[config.mk]
export PLATFORM = sky130hd
export DESIGN_NAME = fetch_unit_flat
export DESIGN_NICKNAME = d
export VERILOG_FILES = /design/src/rtl/fetch_unit_if.sv /design/src/rtl/fetch_unit.sv /design/src/flat_wrapper.sv
export SDC_FILE = /design/constraint.sdc
export NUM_CORES = 1
export LEC_CHECK = 0
export BUFFER_PORTS_ARGS = -buffer_cell sky130_fd_sc_hd__buf_2
export CAP_MARGIN = 20
export CORE_AREA = 3 3 153 155
export DETAILED_ROUTE_END_ITERATION = 10
export DIE_AREA = 0 0 156 158
export PLACE_DENSITY = 0.94
export SYNTH_ARGS = -nofsm -noshare
export SYNTH_HDL_FRONTEND = slang
export SYNTH_SLANG_ARGS = --single-unit
[constraint.sdc]
create_clock -name clk -period 7.7 [get_ports clk]
set_input_delay 0.385 -clock clk [delete_from_list [all_inputs] [get_ports clk]]
set_output_delay 0.385 -clock clk [all_outputs]
set_load 0.02 [all_outputs]
[src/rtl/fetch_unit_if.sv]
// Fetch front-end bundle: instruction-memory request/response, redirect, and the
// decode-side valid/ready handshake. "master" is the fetch unit, "slave" its environment.
interface fetch_unit_if #(
  parameter int XLEN = 32
);
  logic            imem_req;
  logic [XLEN-1:0] imem_addr;
  logic            imem_gnt;
  logic            imem_rvalid;
  logic [31:0]     imem_rdata;
  logic            redirect_valid;
  logic [XLEN-1:0] redirect_pc;
  logic            inst_valid;
  logic            inst_ready;
  logic [31:0]     inst_data;
  logic [XLEN-1:0] inst_pc;

  modport master (
    output imem_req, imem_addr, inst_valid, inst_data, inst_pc,
    input  imem_gnt, imem_rvalid, imem_rdata, redirect_valid, redirect_pc, inst_ready
  );

  modport slave (
    input  imem_req, imem_addr, inst_valid, inst_data, inst_pc,
    output imem_gnt, imem_rvalid, imem_rdata, redirect_valid, redirect_pc, inst_ready
  );
endinterface

[src/rtl/fetch_unit.sv]
// In-order instruction fetch with credit-limited requests, a DEPTH-entry
// {word, pc} queue toward decode, and redirect/flush that drops stale responses.
module fetch_unit #(
  parameter int              XLEN     = 32,
  parameter int              DEPTH    = 4,
  parameter logic [XLEN-1:0] RESET_PC = '0
) (
  input  logic         clk,
  input  logic         rst,
  fetch_unit_if.master bus
);
  localparam int PW = $clog2(DEPTH);
  localparam int CW = PW + 1;
  localparam logic [CW:0] DEPTH_W = (CW+1)'(DEPTH);

  logic [XLEN-1:0] fetch_pc_q, fetch_pc_d;
  logic [XLEN-1:0] resp_pc_q, resp_pc_d;
  logic [CW-1:0]   inflight_q, inflight_d;
  logic [CW-1:0]   drop_q, drop_d;
  logic [CW-1:0]   count_q, count_d;
  logic [PW-1:0]   rd_ptr_q, rd_ptr_d;
  logic [PW-1:0]   wr_ptr_q, wr_ptr_d;
  logic [31:0]     q_data_q [DEPTH];
  logic [XLEN-1:0] q_pc_q   [DEPTH];

  logic [CW:0]     credit_used;
  logic [XLEN-1:0] redirect_base;
  logic            req, gnt, push, pop, drop_rsp;
  logic            unused_redirect_lsb;

  assign redirect_base       = {bus.redirect_pc[XLEN-1:2], 2'b00};
  assign unused_redirect_lsb = ^bus.redirect_pc[1:0];

  // Queue slots and outstanding requests share one credit pool, so a
  // response always finds room and never needs back-pressure.
  assign credit_used = {1'b0, count_q} + {1'b0, inflight_q};
  assign req         = rst & ~bus.redirect_valid & (credit_used < DEPTH_W);
  assign gnt         = req & bus.imem_gnt;
  assign drop_rsp    = bus.imem_rvalid & (drop_q != '0);
  assign push        = bus.imem_rvalid & ~bus.redirect_valid & (drop_q == '0);
  assign pop         = bus.inst_valid & bus.inst_ready & ~bus.redirect_valid;

  assign bus.imem_req   = req;
  assign bus.imem_addr  = fetch_pc_q;
  assign bus.inst_valid = (count_q != '0);
  assign bus.inst_data  = bus.inst_valid ? q_data_q[rd_ptr_q] : '0;
  assign bus.inst_pc    = bus.inst_valid ? q_pc_q[rd_ptr_q]   : '0;

  always_comb begin
    fetch_pc_d = fetch_pc_q;
    resp_pc_d  = resp_pc_q;
    inflight_d = inflight_q;
    drop_d     = drop_q;
    count_d    = count_q;
    rd_ptr_d   = rd_ptr_q;
    wr_ptr_d   = wr_ptr_q;
    if (bus.redirect_valid) begin
      // Everything still owed by memory, minus this cycle's response, is stale.
      fetch_pc_d = redirect_base;
      resp_pc_d  = redirect_base;
      inflight_d = inflight_q - CW'(bus.imem_rvalid);
      drop_d     = inflight_q - CW'(bus.imem_rvalid);
      count_d    = '0;
      rd_ptr_d   = '0;
      wr_ptr_d   = '0;
    end else begin
      if (gnt) fetch_pc_d = fetch_pc_q + XLEN'(4);
      inflight_d = inflight_q + CW'(gnt) - CW'(bus.imem_rvalid);
      if (drop_rsp) drop_d = drop_q - CW'(1);
      if (push) begin
        resp_pc_d = resp_pc_q + XLEN'(4);
        wr_ptr_d  = wr_ptr_q + PW'(1);
      end
      if (pop) rd_ptr_d = rd_ptr_q + PW'(1);
      count_d = count_q + CW'(push) - CW'(pop);
    end
  end

  always_ff @(posedge clk or negedge rst) begin
    if (!rst) begin
      fetch_pc_q <= RESET_PC;
      resp_pc_q  <= RESET_PC;
      inflight_q <= '0;
      drop_q     <= '0;
      count_q    <= '0;
      rd_ptr_q   <= '0;
      wr_ptr_q   <= '0;
    end else begin
      fetch_pc_q <= fetch_pc_d;
      resp_pc_q  <= resp_pc_d;
      inflight_q <= inflight_d;
      drop_q     <= drop_d;
      count_q    <= count_d;
      rd_ptr_q   <= rd_ptr_d;
      wr_ptr_q   <= wr_ptr_d;
    end
  end

  // Payload storage needs no reset; outputs are masked while the queue is empty.
  always_ff @(posedge clk) begin
    if (push) begin
      q_data_q[wr_ptr_q] <= bus.imem_rdata;
      q_pc_q[wr_ptr_q]   <= resp_pc_q;
    end
  end
endmodule

[src/flat_wrapper.sv]
// flat-port wrapper written by rule: the top's interface ports become plain ports
module fetch_unit_flat 
#(
  parameter int              XLEN     = 32,
  parameter int              DEPTH    = 4,
  parameter logic [XLEN-1:0] RESET_PC = '0
)
  (clk, rst, bus_imem_req, bus_imem_addr, bus_inst_valid, bus_inst_data, bus_inst_pc, bus_imem_gnt, bus_imem_rvalid, bus_imem_rdata, bus_redirect_valid, bus_redirect_pc, bus_inst_ready);
  fetch_unit_if #(.XLEN(XLEN)) bus_i ();
  input  logic clk;
  input  logic rst;
  output wire logic [$bits(bus_i.imem_req)-1:0] bus_imem_req;
  output wire logic [$bits(bus_i.imem_addr)-1:0] bus_imem_addr;
  output wire logic [$bits(bus_i.inst_valid)-1:0] bus_inst_valid;
  output wire logic [$bits(bus_i.inst_data)-1:0] bus_inst_data;
  output wire logic [$bits(bus_i.inst_pc)-1:0] bus_inst_pc;
  input wire logic [$bits(bus_i.imem_gnt)-1:0] bus_imem_gnt;
  input wire logic [$bits(bus_i.imem_rvalid)-1:0] bus_imem_rvalid;
  input wire logic [$bits(bus_i.imem_rdata)-1:0] bus_imem_rdata;
  input wire logic [$bits(bus_i.redirect_valid)-1:0] bus_redirect_valid;
  input wire logic [$bits(bus_i.redirect_pc)-1:0] bus_redirect_pc;
  input wire logic [$bits(bus_i.inst_ready)-1:0] bus_inst_ready;
  assign bus_imem_req = bus_i.imem_req;
  assign bus_imem_addr = bus_i.imem_addr;
  assign bus_inst_valid = bus_i.inst_valid;
  assign bus_inst_data = bus_i.inst_data;
  assign bus_inst_pc = bus_i.inst_pc;
  assign bus_i.imem_gnt = bus_imem_gnt;
  assign bus_i.imem_rvalid = bus_imem_rvalid;
  assign bus_i.imem_rdata = bus_imem_rdata;
  assign bus_i.redirect_valid = bus_redirect_valid;
  assign bus_i.redirect_pc = bus_redirect_pc;
  assign bus_i.inst_ready = bus_inst_ready;
  fetch_unit #(.XLEN(XLEN), .DEPTH(DEPTH), .RESET_PC(RESET_PC)) u_core (.clk(clk), .rst(rst), .bus(bus_i));
endmodule
==> After elaboration in Yosys (flattened, before gate mapping) <==
Memory sizes are Yosys's and may differ from the RTL's.
Index checks and enable logic that the tools add are counted.
{ "word_totals": {"in_bits": 70, "out_inout_bits": 98, "ram_bits": 256, "n_memories": 2, "regBits": 77, "word_cells": 53} }
{ "op_classes": {"bitwise": 9, "mux": 16, "order_cmp": 1, "n_reduce_logical": 7, "n_addsub": 11} }
{ "mem_list": {"columns": ["memory", "depth", "word_bits", "rd", "rd_clocked_by_memory_dff", "write_ports", "line", "source"], "rows": [
  ["u_core.q_data_q", 4, 32, 1, 0, 1, "fetch_unit.sv:23", "logic [31:0] q_data_q [DEPTH];"],
  ["u_core.q_pc_q", 4, 32, 1, 0, 1, "fetch_unit.sv:24", "logic [XLEN-1:0] q_pc_q [DEPTH];"]
]} }
{ "op_table": {"columns": ["op", "n"], "rows": [
  ["$mux W32", 6],
  ["$add A32 B3 Y32 const B", 2],
  ["$mux W3", 4],
  ["$sub A3 B1 Y3", 3],
  ["$and A1 B1 Y1", 8],
  ["$mux W2", 4],
  ["$reduce_bool A2 Y1", 4],
  ["$add A3 B1 Y3", 2],
  ["$reduce_bool A3 Y1", 2],
  ["$add A2 B1 Y2 const B", 2],
  ["$add A3 B3 Y4", 1],
  ["$lt A4 B3 Y1 const B", 1],
  ["$logic_not A3 Y1", 1],
  ["$sub A3 B1 Y3 const B", 1],
  ["$mux W1", 2],
  ["$not A1 Y1", 1]
]} }

==> Longest topological paths before layout <==
Gate-level depths: netlist of the first run.
{ "depth": {"depth_word": 7, "ltp_mapped": 11} }

==> Worst setup path after synthesis of the first run <==
No wires, ideal clock.
{ "synth_path": {"path_type": "reg-to-reg", "from": "register u_core.drop_q[0]", "to": "memory u_core.q_data_q[0][0] (enable)", "stages_incl_launch_ff": 6, "period_less_slack_ns": 3.127, "arrival_time_ns": 2.700, "slack_ns": 4.573, "t_required_ns": 7.273, "path_cell_list": "dfrtp_1 inv_1 ha_1 and3b_1 clkbuf_1 and3_1"} }
{ "synth_between": {"elab_chain_len": 4} }
{ "synth_lines": {"columns": ["item", "line", "source"], "rows": [
  ["from (decl)", "fetch_unit.sv:19", "logic [CW-1:0] drop_q, drop_d;"],
  ["from (signal assigned)", "fetch_unit.sv:92", "drop_q <= drop_d;"],
  ["$logic_not A3 Y1", "fetch_unit.sv:40", "assign push = bus.imem_rvalid & ~bus.redirect_valid & (drop_q == '0);"],
  ["$and A1 B1 Y1", "fetch_unit.sv:40", null],
  ["$mux W1", "fetch_unit.sv:101", "if (push) begin"],
  ["$mux W1 (not written as such)", "fetch_unit.sv:102", "q_data_q[wr_ptr_q] <= bus.imem_rdata;"],
  ["to (decl)", "fetch_unit.sv:23", null]
]} }
No other way between the ends.

==> Worst setup path in the final report of the first run <==
{ "layout_path": {"from": "register u_core.rd_ptr_q[0]", "to": "output port bus_inst_data[22]"} }
{ "layout_between": {"elab_chain_len": 2} }
{ "layout_lines": {"columns": ["item", "line", "source"], "rows": [
  ["from (decl)", "fetch_unit.sv:21", "logic [PW-1:0] rd_ptr_q, rd_ptr_d;"],
  ["from (signal assigned)", "fetch_unit.sv:94", "rd_ptr_q <= rd_ptr_d;"],
  ["$mem_v2 Z4 W32", null, null],
  ["$mux W32", "fetch_unit.sv:46", "assign bus.inst_data = bus.inst_valid ? q_data_q[rd_ptr_q] : '0;"],
  ["to (decl)", "flat_wrapper.sv:15", "output wire logic [$bits(bus_i.inst_data)-1:0] bus_inst_data;"]
]} }
No other way between the ends.

==> impl_metrics.csv, run 1 <==
group,metric,value,unit
sta,final_max_slew_viol_count,0,
sta,skew,0.0117,ns
route,drtPass1Iterations,5,
sta,maxSlewHeadroom,0.328,
die,fp-row-count,54,
global_route,grt_pass1_vias,8122,
global_route,grt_max_degree,75,
final_layout,final_cell_count_no_fill,1319,
sta,finalSetupTns,0,ns
die,core_area,22000,sq um
logic_synthesis,synth_compound_area_frac,0.0352,
die,start_util,0.621,
logic_synthesis,synth.avg_cell_area,16.0,sq um
global_route,grt_usage,0.222,
logic_synthesis,synthMuxAreaShare,0.114,
power,internal-power,3.30,mW
setup_path,start_kind,"register",
final_layout,layout_common_cells,"edfxtp_1, buf_2, dfrtp_1, and2_1, mux4_2",
cts,post_cts_buffers,0,
sta,setup_viol,0,
logic_synthesis,synth-adder-area-share,0.0176,
route,drc,0,
setup_path,cp-end-kind,"output port",
logic_synthesis,synthFlopType,"edfxtp_1",
cts,cts_buffers,31,
logic_synthesis,synth_xor_area_frac,0.0302,
die,ios,168,
final_layout,area_delta_synth_final,14.7,%
power,p_sw_frac,0.309,
final_layout,layout_commonest_cell,"edfxtp_1",
hold_path,hp-class,"in2reg",
final_layout,diodes,0,
logic_synthesis,synth_top_family_by_area,"multiplexers",
setup_path,crit_type,"reg2out",
power,max-vdd-ir-drop,0.167,mV
place,place_area,14700,sq um
logic_synthesis,syn_inst,852,
route,dr.first_iter.drc_count,798,
global_route,overflow,0,
cts,cts_resized,0,
cts,clk_latency,0.55,ns
final_layout,final_cell_area,15600,sq um
route,drt_wl_total,27300,um
power,powerDensity,305,nW/um^2
logic_synthesis,async_reset_ff_frac,0.227,
status,outcome,"finished clean",
final_layout,fillers,1369,
place,portBuffers,161,
power,comb_power_share,0.261,
sta,period_share,0.443,
final_layout,drive_above_1_share,0.294,
cts,holdBufCountCts,0,
setup_path,cpPeakStageDelay,0.81,ns
logic_synthesis,synthSimpleGateAreaFrac,0.104,
power,p_clk_frac,0.295,
setup_path,path_cells,"buf_4 > mux4_2 > and2_1 > buf_2",
route,vias,8081,
die,dieWidth,156,um
sta,worstMarginPinSlew,1.01,ns
route,vias_per_cell,6.13,
global_route,grt_pass1_wl,42900,um
setup_path,required,7.32,ns
sta,fmax,0.293,GHz
die,fp.dieArea,24600,sq um
cts,clkSinkCount,321,
cts,clockBufferDepth,3,
logic_synthesis,yosys_warnings,0,
place,hpwlAfterDp,16700,um
sta,period_needed,3.41,ns
setup_path,critPathBufInv,2,
cts,clk_root_buffer_cell,"clkbuf_16",
die,die_h,158,um
cts,clk_pin_slew_worst_paths,0.06,ns
final_layout,fin_nets,1103,
cts,h-tree-depth,1,
setup_path,slowest_stage,"dfrtp_4",
logic_synthesis,synth.cell_area,13600,sq um
sta,finalHoldViolations,0,
setup_path,crit_fanout,36,
power,pwr-share-seq,0.444,
logic_synthesis,ys_seq_area_frac,0.680,
route,wl_per_cell,20.7,um
place,placed_cells,1261,
logic_synthesis,ys_seq_elements,321,
global_route,antenna_found_initial,0,
power,p_sw,1.47,mW
run,maxCapViolations,0,
power,power.leakage,5.77,nW
sta,rsz0062_at_grt,"false",
setup_path,critPathTopFamily,"buffers and inverters",
route,final_antenna_net_count,0,
cts,tritoncts,"built",
logic_synthesis,yosys.cell_types.count,51,
logic_synthesis,synth_edf_count,248,
place,place_congestion,0.860,
setup_path,worstPathArrival,3.03,ns
[final cells by class]
cell class | count | area, sq um | share of cell area
inverter | 17 | 63.8 | 0.00408
multi-input combinational | 473 | 4120 | 0.263
timing repair buffer | 171 | 878 | 0.0562
tap | 280 | 350 | 0.0224
clock inverter | 22 | 156 | 0.0100
clock buffer | 35 | 791 | 0.0506
sequential | 321 | 9280 | 0.593
[per-layer routing]
layer  up-vias  global-route usage  part of all wire
met5         -                   0                 0
met1      4032               0.318              0.41
met3        48              0.0350             0.079
met2       418               0.358              0.48
li1       3583                   -                 -
met4         0              0.0677             0.024
[power by group through the flow]
stage	Clock [mW]	Combinational (mW)	Sequential (mW)
2_1_floorplan	0	0.896	2.11
3_3_place_gp	0	1.23	2.14
3_5_place_dp	0	1.26	2.15
4_1_cts	1.44	1.27	2.12
5_1_grt	1.51	1.36	2.13
6_report	1.41	1.25	2.12
[worst register-to-register path, cell delays in order (launching register included)]
cell and delay, ns:
dfrtp_1 0.40, ha_1 0.30, or4b_4 0.48, or4b_4 0.69
inv_2 0.35, ha_1 0.24, fa_1 0.18, xor2_1 0.13
o21ai_0 0.10, xor2_1 0.17
[kinds of logic after synthesis]
| family | Yosys count |
|---|---|
| and+or+nand+nor | 249 |
| adders and majority gates | 18 |
| buffers and inverters | 61 |
| xor gates and xnor gates | 47 |
| muxes | 76 |
| other | 1 |
| AOI/OAI and AO/OA | 79 |
| DFF | 321 |
[cell usage after synthesis, drive strengths merged (19+ instances only)]
cell	number	area, sq um
nand2	52	195
xnor2	20	175
dfrtp	73	1830
o21ai	36	180
xor2	27	236
nand3	26	130
and2	66	413
edfxtp	248	7450
nor2	25	93.8
and3	19	119
mux4	62	1400
clkbuf	28	105
nand4	22	138
[final timing paths]
path                                                start                                  end  slack [ns]  cells after the start
max in group asynchronous                             rst       u_core.rd_ptr_q[0]$_DFFE_PN0P_        6.96                      2
min                                     bus_imem_rdata[8]      u_core.q_data_q[1][8]$_DFFE_PP_        0.05                      1
min reg2reg                u_core.inflight_q[2]$_DFF_PN0_       u_core.inflight_q[2]$_DFF_PN0_        0.52                      1
max reg2reg                   u_core.count_q[2]$_DFF_PN0_       u_core.inflight_q[2]$_DFF_PN0_        4.52                      9
max                        u_core.rd_ptr_q[0]$_DFFE_PN0P_                    bus_inst_data[22]        4.29                      4
min in group asynchronous                             rst  u_core.bus.imem_addr[5]$_DFFE_PN0P_        0.06                      2
[flip-flops by register name, summed over array words and instances (netlist names)]
signal,flops
u_core.resp_pc_q,30
u_core.wr_ptr_q,2
u_core.rd_ptr_q,2
u_core.count_q,3
u_core.drop_q,3
u_core.bus.imem_addr,30
u_core.q_data_q,128
u_core.inflight_q,3
u_core.q_pc_q,120
[through the flow]
stage	hold slack [ns]	worst slack [ns]	util	total power [mW]
finish	0.0520	4.29	0.712	4.77
detailed placement	0.510	3.89	0.669	3.41
CTS	0.0315	4.18	0.712	4.82
floorplan	0.0894	4.57	-	3.00
global placement	0.500	3.95	0.669	3.36
global route	0.0380	4.05	0.712	5.00
(Power assumes the default switching activity.)
==> run 2, diff against run 1 <==
--- a/config.mk
+++ b/config.mk
@@ -5,12 +5,13 @@
 export SDC_FILE = /design/constraint.sdc
 export NUM_CORES = 1
 export LEC_CHECK = 0
+export ABC_AREA = 1
 export BUFFER_PORTS_ARGS = -buffer_cell sky130_fd_sc_hd__buf_2
 export CAP_MARGIN = 20
-export CORE_AREA = 3 3 153 155
+export CORE_AREA = 3 3 172 174
 export DETAILED_ROUTE_END_ITERATION = 10
-export DIE_AREA = 0 0 156 158
-export PLACE_DENSITY = 0.94
+export DIE_AREA = 0 0 175 177
+export PLACE_DENSITY = 0.86
 export SYNTH_ARGS = -nofsm -noshare
 export SYNTH_HDL_FRONTEND = slang
 export SYNTH_SLANG_ARGS = --single-unit
==> constraint.sdc (replaced) <==
create_clock -name clk -period 3.11 [get_ports clk]
set_input_delay 0.1555 -clock clk [delete_from_list [all_inputs] [get_ports clk]]
set_output_delay 0.1555 -clock clk [all_outputs]
set_load 0.02 [all_outputs]
==> run 2 against run 1 <==
Effect of this change: sequential power rose to 2.5 times the previous value; routed wire length up 36%; largest power group unchanged; non-clock buffer count up 72; largest cell class unchanged; hold slack worse by 0.047 ns.
==> impl_metrics.csv, run 2 <==
group,metric,value,unit
status,outcome,"finished clean",
die,fp.dieArea,31000,sq um
cts,post_cts_buffers,0,
logic_synthesis,synth_top_family_by_area,"simple AND/OR/NAND/NOR gates",
logic_synthesis,synth_top_area_share,0.503,
cts,clk_root_buffer_cell,"clkbuf_16",
cts,tritoncts,"built",
logic_synthesis,yosys.cell_types.count,37,
sta,period_needed,2.79,ns
route,vias,11840,
route,dr.first_iter.drc_count,1193,
power,p_sw,4.63,mW
setup_path,start_kind,"register",
sta,rsz0062_at_grt,"false",
die,dieWidth,175,um
logic_synthesis,async_reset_ff_frac,0.227,
sta,setup_viol,0,
place,placed_cells,2050,
route,drc,0,
setup_path,cp-end-kind,"output port",
die,start_util,0.530,
logic_synthesis,synth_top_area_cell,"edfxtp_1",
sta,finalSetupTns,0,ns
cts,cts_resized,0,
sta,skew,0.0179,ns
logic_synthesis,synth-adder-area-share,0.0162,
global_route,antenna_found_initial,1,
sta,timing.hold.ws,0.00500,ns
place,portBuffers,161,
die,ios,168,
global_route,grt_usage,0.232,
cts,clk_latency,0.57,ns
logic_synthesis,yosys_warnings,0,
logic_synthesis,yosys-top-cells-count,"nor2_1, nand2_1, edfxtp_1",
die,fp-row-count,61,
sta,finalHoldViolations,0,
logic_synthesis,synthTopCellsByArea,"edfxtp_1, dfrtp_1, nor2_1",
global_route,grt_pass1_vias,11434,
route,vias_per_cell,5.46,
power,max-vdd-ir-drop,0.481,mV
power,pwr-share-seq,0.418,
setup_path,required,2.95,ns
final_layout,largestRegisters,"u_core.q_data_q (128), u_core.q_pc_q (120)",
final_layout,final_cell_count_no_fill,2167,
final_layout,layout_commonest_cell,"nor2_1",
route,drt_wl_total,37000,um
final_layout,max_flop_register,"u_core.q_data_q",
power,power.leakage,7.22,nW
final_layout,drive_above_1_share,0.142,
sta,worstMarginPinSlew,0.847,ns
place,place_congestion,0.935,
die,die_h,177,um
final_layout,largest_reg_flops,128,
cts,cts_buffers,31,
setup_path,crit_type,"reg2out",
logic_synthesis,synthSimpleGateAreaFrac,0.210,
setup_path,crit_fanout,43,
logic_synthesis,synth.cell_area,14800,sq um
place,hpwlAfterDp,22300,um
global_route,grt_max_degree,126,
logic_synthesis,synth_edf_count,248,
die,core_area,27900,sq um
logic_synthesis,synth.most_common_cell,"nor2_1",
global_route,grt_pass1_wl,57800,um
cts,clk_pin_slew_worst_paths,0.07,ns
global_route,overflow,0,
final_layout,diodes,0,
power,power,12.9,mW
logic_synthesis,synth_compound_area_frac,0.0850,
logic_synthesis,ys_seq_elements,321,
logic_synthesis,syn_inst,1556,
final_layout,area_delta_synth_final,19.6,%
cts,clkSinkCount,321,
logic_synthesis,synthFlopType,"edfxtp_1",
sta,final_max_slew_viol_count,0,
logic_synthesis,ys_seq_area_frac,0.627,
sta,maxSlewHeadroom,0.435,
logic_synthesis,synth.avg_cell_area,9.51,sq um
final_layout,layout_common_cells,"nor2_1, nand2_1, edfxtp_1, buf_2, o21ai_0",
final_layout,final_cell_area,17700,sq um
route,drtPass1Iterations,5,
place,place_area,16100,sq um
sta,period_share,0.897,
setup_path,worstPathArrival,2.64,ns
power,p_sw_frac,0.360,
logic_synthesis,synthMuxAreaShare,0,
route,final_antenna_net_count,0,
sta,fmax,0.358,GHz
cts,clockBufferDepth,3,
power,comb_power_share,0.300,
hold_path,hp-class,"in2reg",
final_layout,fin_nets,1856,
run,maxCapViolations,0,
cts,h-tree-depth,1,
power,powerDensity,727,nW/um^2
logic_synthesis,synth_xor_area_frac,0.00947,
power,internal-power,8.23,mW
route,wl_per_cell,17.1,um
power,p_clk_frac,0.282,
run 2: per-stage QoR:
stage / worst slack, ns / util
5_1_grt: 0.206 / 0.634
4_1_cts: 0.287 / 0.634
2_1_floorplan: -0.881 / -
6_report: 0.319 / 0.634
3_3_place_gp: 0.903 / 0.576
3_5_place_dp: 0.800 / 0.576
run 2: final cells by class:
cell class,instances,area [sq um]
fill,2082,10200
clock inverter,15,166
sequential,321,9280
inverter,118,448
clock buffer,39,806
multi-input combinational,1053,4800
tap,378,473
timing repair buffer,243,1730
run 2: critical path, stage by stage (launching register included):
cell,delay (ns)
dfrtp_2,0.66
inv_2,0.35
buf_12,0.30
nor2_1,0.12
o21ai_0,0.09
a21oi_1,0.31
buf_2,0.23
run 2: power by group through the flow:
| stage | registers (mW) | logic, mW | clock network (mW) |
|---|---|---|---|
| after global routing | 5.41 | 4.22 | 3.82 |
| after floorplan | 5.40 | 2.42 | 0 |
| final | 5.38 | 3.86 | 3.62 |
| after global placement | 5.42 | 3.63 | 0 |
| after detailed placement | 5.44 | 3.74 | 0 |
| after CTS | 5.36 | 3.83 | 3.66 |
run 2: cells by family (layout without fill, tap and decap cells):
group	Yosys count	in the layout
compound gates	243	243
xor+xnor	16	16
fa+ha+maj	18	18
buf+inv	185	415
flops	321	321
other cells	1	4
simple gates	772	772
run 2: path summary, 6_finish.rpt:
check,from,endpoint,slack (ns),depth (start not counted)
worst max register to register,u_core.drop_q[0]$_DFFE_PN0P_,u_core.q_pc_q[1][28]$_DFFE_PP_,0.80,7
max in group asynchronous,rst,u_core.rd_ptr_q[0]$_DFFE_PN0P_,1.86,4
worst min register to register,u_core.wr_ptr_q[0]$_DFFE_PN0N_,u_core.wr_ptr_q[0]$_DFFE_PN0N_,0.56,1
worst max-delay path,u_core.rd_ptr_q[1]$_DFFE_PN0P_,bus_inst_pc[19],0.32,6
min in group asynchronous,rst,u_core.bus.imem_addr[30]$_DFFE_PN0P_,0.25,3
worst min-delay path,bus_imem_rvalid,u_core.inflight_q[0]$_DFF_PN0_,0.005,5
run 2: metal layers:
| metal | share of wire | track usage | vias up |
|---|---|---|---|
| met5 | 0.00035 | 0 | - |
| met4 | 0.022 | 0.0625 | 2 |
| li1 | - | - | 5568 |
| met3 | 0.088 | 0.0412 | 76 |
| met1 | 0.40 | 0.306 | 5581 |
| met2 | 0.49 | 0.402 | 613 |
run 2: repair_timing:
item	CTS	global route
endpoints found under the hold margin	216	0
hold buffers	63	0
setup endpoints to repair	0	0
==> run 3, diff against run 2 <==
--- a/config.mk
+++ b/config.mk
@@ -12,6 +12,7 @@
 export DETAILED_ROUTE_END_ITERATION = 10
 export DIE_AREA = 0 0 175 177
 export PLACE_DENSITY = 0.86
+export RECOVER_POWER = 50
 export SYNTH_ARGS = -nofsm -noshare
 export SYNTH_HDL_FRONTEND = slang
 export SYNTH_SLANG_ARGS = --single-unit
==> run 3 against run 2 <==
Effect of this change: the run now ends with capacitance limit, slew limit left; core utilization is 0.34 points lower; combinational power hardly changed; die area stayed put; sequential power hardly changed; non-clock buffer count stayed put; design area is 0.54% lower; routed wire length is 0.29% higher; cell count stayed put; clock power hardly changed; sequential share of layout area is 0.29 points higher; global-route usage stayed put; largest cell class unchanged.
==> impl_metrics.csv, run 3 (synthesis results as in run 2) <==
group,metric,value,unit
status,outcome,"finished with violations",
status,violations,"capacitance limit, slew limit",
place,hpwlAfterDp,22300,um
die,ios,168,
global_route,overflow,0,
setup_path,crit_fanout,43,
sta,period_needed,2.79,ns
cts,clkSinkCount,321,
sta,finalHoldViolations,0,
sta,finalSetupTns,0,ns
route,drtPass1Iterations,6,
global_route,grt_pass1_wl,57800,um
final_layout,layout_commonest_cell,"nor2_1",
final_layout,largestRegisters,"u_core.q_data_q (128), u_core.q_pc_q (120)",
route,vias_per_cell,5.49,
sta,worstMarginPinSlew,1.63,ns
sta,skew,0.0167,ns
global_route,top_usage_layer,"met2",
setup_path,crit_type,"reg2out",
global_route,met1_usage,0.306,
setup_path,required,2.95,ns
global_route,met2_usage,0.402,
die,fp.dieArea,31000,sq um
route,vias,11893,
route,wl_per_cell,17.1,um
global_route,antenna_found_initial,1,
sta,maxSlewHeadroom,-0.0838,
cts,clk_latency,0.57,ns
route,drc,0,
hold_path,hold_depth,5,
setup_path,start_kind,"register",
power,power.leakage,7.02,nW
die,dieWidth,175,um
cts,cts_buffers,31,
final_layout,fin_nets,1856,
final_layout,utilization,0.630,
route,drt_wl_total,37100,um
hold_path,hold_end,"u_core.inflight_q[0]$_DFF_PN0_",
final_layout,drive_above_1_share,0.103,
final_layout,area_delta_synth_final,19.0,%
hold_path,hp-start,"bus_imem_rvalid",
final_layout,largest_reg_flops,128,
power,powerDensity,729,nW/um^2
global_route,grt_use_met3,0.0412,
sta,rsz0062_at_grt,"false",
setup_path,worstPathArrival,2.64,ns
sta,period_share,0.898,
cts,h-tree-depth,1,
setup_path,cp-end-kind,"output port",
setup_path,reg2reg_to,"u_core.bus.imem_addr[11]$_DFFE_PN0P_",
global_route,grt_pass1_vias,11434,
run,maxCapViolations,1,
die,fp-row-count,61,
route,final_antenna_net_count,0,
final_layout,max_flop_register,"u_core.q_data_q",
setup_path,r2r-start,"u_core.count_q[1]$_DFF_PN0_",
place,place_congestion,0.935,
die,die_h,177,um
global_route,grt_usage,0.232,
cts,tritoncts,"built",
power,power,12.8,mW
place,portBuffers,161,
global_route,grt_max_degree,126,
setup_path,reg2reg_setup_slack,0.44,ns
cts,clk_pin_slew_worst_paths,0.07,ns
final_layout,layout_common_cells,"nor2_1, nand2_1, edfxtp_1, o21ai_0, inv_1",
die,start_util,0.530,
cts,cts_resized,0,
cts,clk_root_buffer_cell,"clkbuf_16",
setup_path,worst-r2r-cell-count,7,
power,max-vdd-ir-drop,0.481,mV
route,dr.first_iter.drc_count,1221,
hold_path,hp-class,"in2reg",
sta,fmax,0.358,GHz
sta,final_max_slew_viol_count,31,
sta,setup_viol,0,
cts,clockBufferDepth,3,
die,core_area,27900,sq um
final_layout,diodes,0,
run 3: changes by cell type in the layout (fill, tap and decap cells not counted), sizes merged:
cell    before  now
clkbuf      39  105
buf        180  114
run 3: repair_timing:
| action | in CTS | in global routing |
|---|---|---|
| endpoints found under the hold margin | 216 | 0 |
| endpoints found under the setup margin | 0 | 0 |
| hold buffers | 63 | 0 |
| buffers inserted | 0 | 0 |
run 3: metal layers:
| metal | part of all wire | up-vias |
|---|---|---|
| met5 | 0.00035 | - |
| met3 | 0.090 | 72 |
| li1 | - | 5564 |
| met4 | 0.022 | 2 |
| met1 | 0.39 | 5642 |
| met2 | 0.49 | 613 |
run 3: cell type report:
type,instances,area (sq um)
sequential,321,9280
fill,2113,10300
multi-input combinational,1053,4790
timing repair buffer,243,1640
clock buffer,39,806
tap,378,473
inverter,118,448
clock inverter,15,166
run 3: worst max-delay path: stages (launching register included):
cell and delay, ns:
dfrtp_2 0.65, inv_2 0.35, buf_12 0.29, nor2_1 0.12, o21ai_0 0.09, a21oi_1 0.32, buf_2 0.23
run 3: through the flow:
step | hold WS (ns) | std cells | worst slack [ns] | area [sq um]
2_1_floorplan | -0.140 | 1559 | -0.881 | 14800
3_3_place_gp | 0.326 | 2050 | 0.903 | 16100
3_5_place_dp | 0.319 | 2050 | 0.800 | 16100
4_1_cts | 0.00130 | 2167 | 0.287 | 17700
5_1_grt | 0.0626 | 2167 | 0.206 | 17600
6_report | 0.00857 | 2167 | 0.318 | 17600
run 3: how the worst max path moves through the flow:
stage,start,end,slack [ns],cells after the start
finish,u_core.rd_ptr_q[1]$_DFFE_PN0P_,bus_inst_pc[19],0.32,6
global route,u_core.rd_ptr_q[1]$_DFFE_PN0P_,bus_inst_pc[10],0.21,6
CTS,u_core.rd_ptr_q[1]$_DFFE_PN0P_,bus_inst_pc[13],0.29,6
detailed placement,u_core.drop_q[0]$_DFFE_PN0P_,u_core.q_data_q[1][10]$_DFFE_PP_,0.80,7
global placement,u_core.drop_q[0]$_DFFE_PN0P_,u_core.q_data_q[1][3]$_DFFE_PP_,0.90,7
floorplan,u_core.drop_q[0]$_DFFE_PN0P_,u_core.q_data_q[0][0]$_DFFE_PP_,-0.88,6
run 3: power by group:
part           internal [mW]  total (mW)  switching, mW
combinational           1.13        3.83           2.70
sequential              4.99        5.38          0.389
clock                   2.08        3.62           1.54
total                   8.20        12.8           4.63
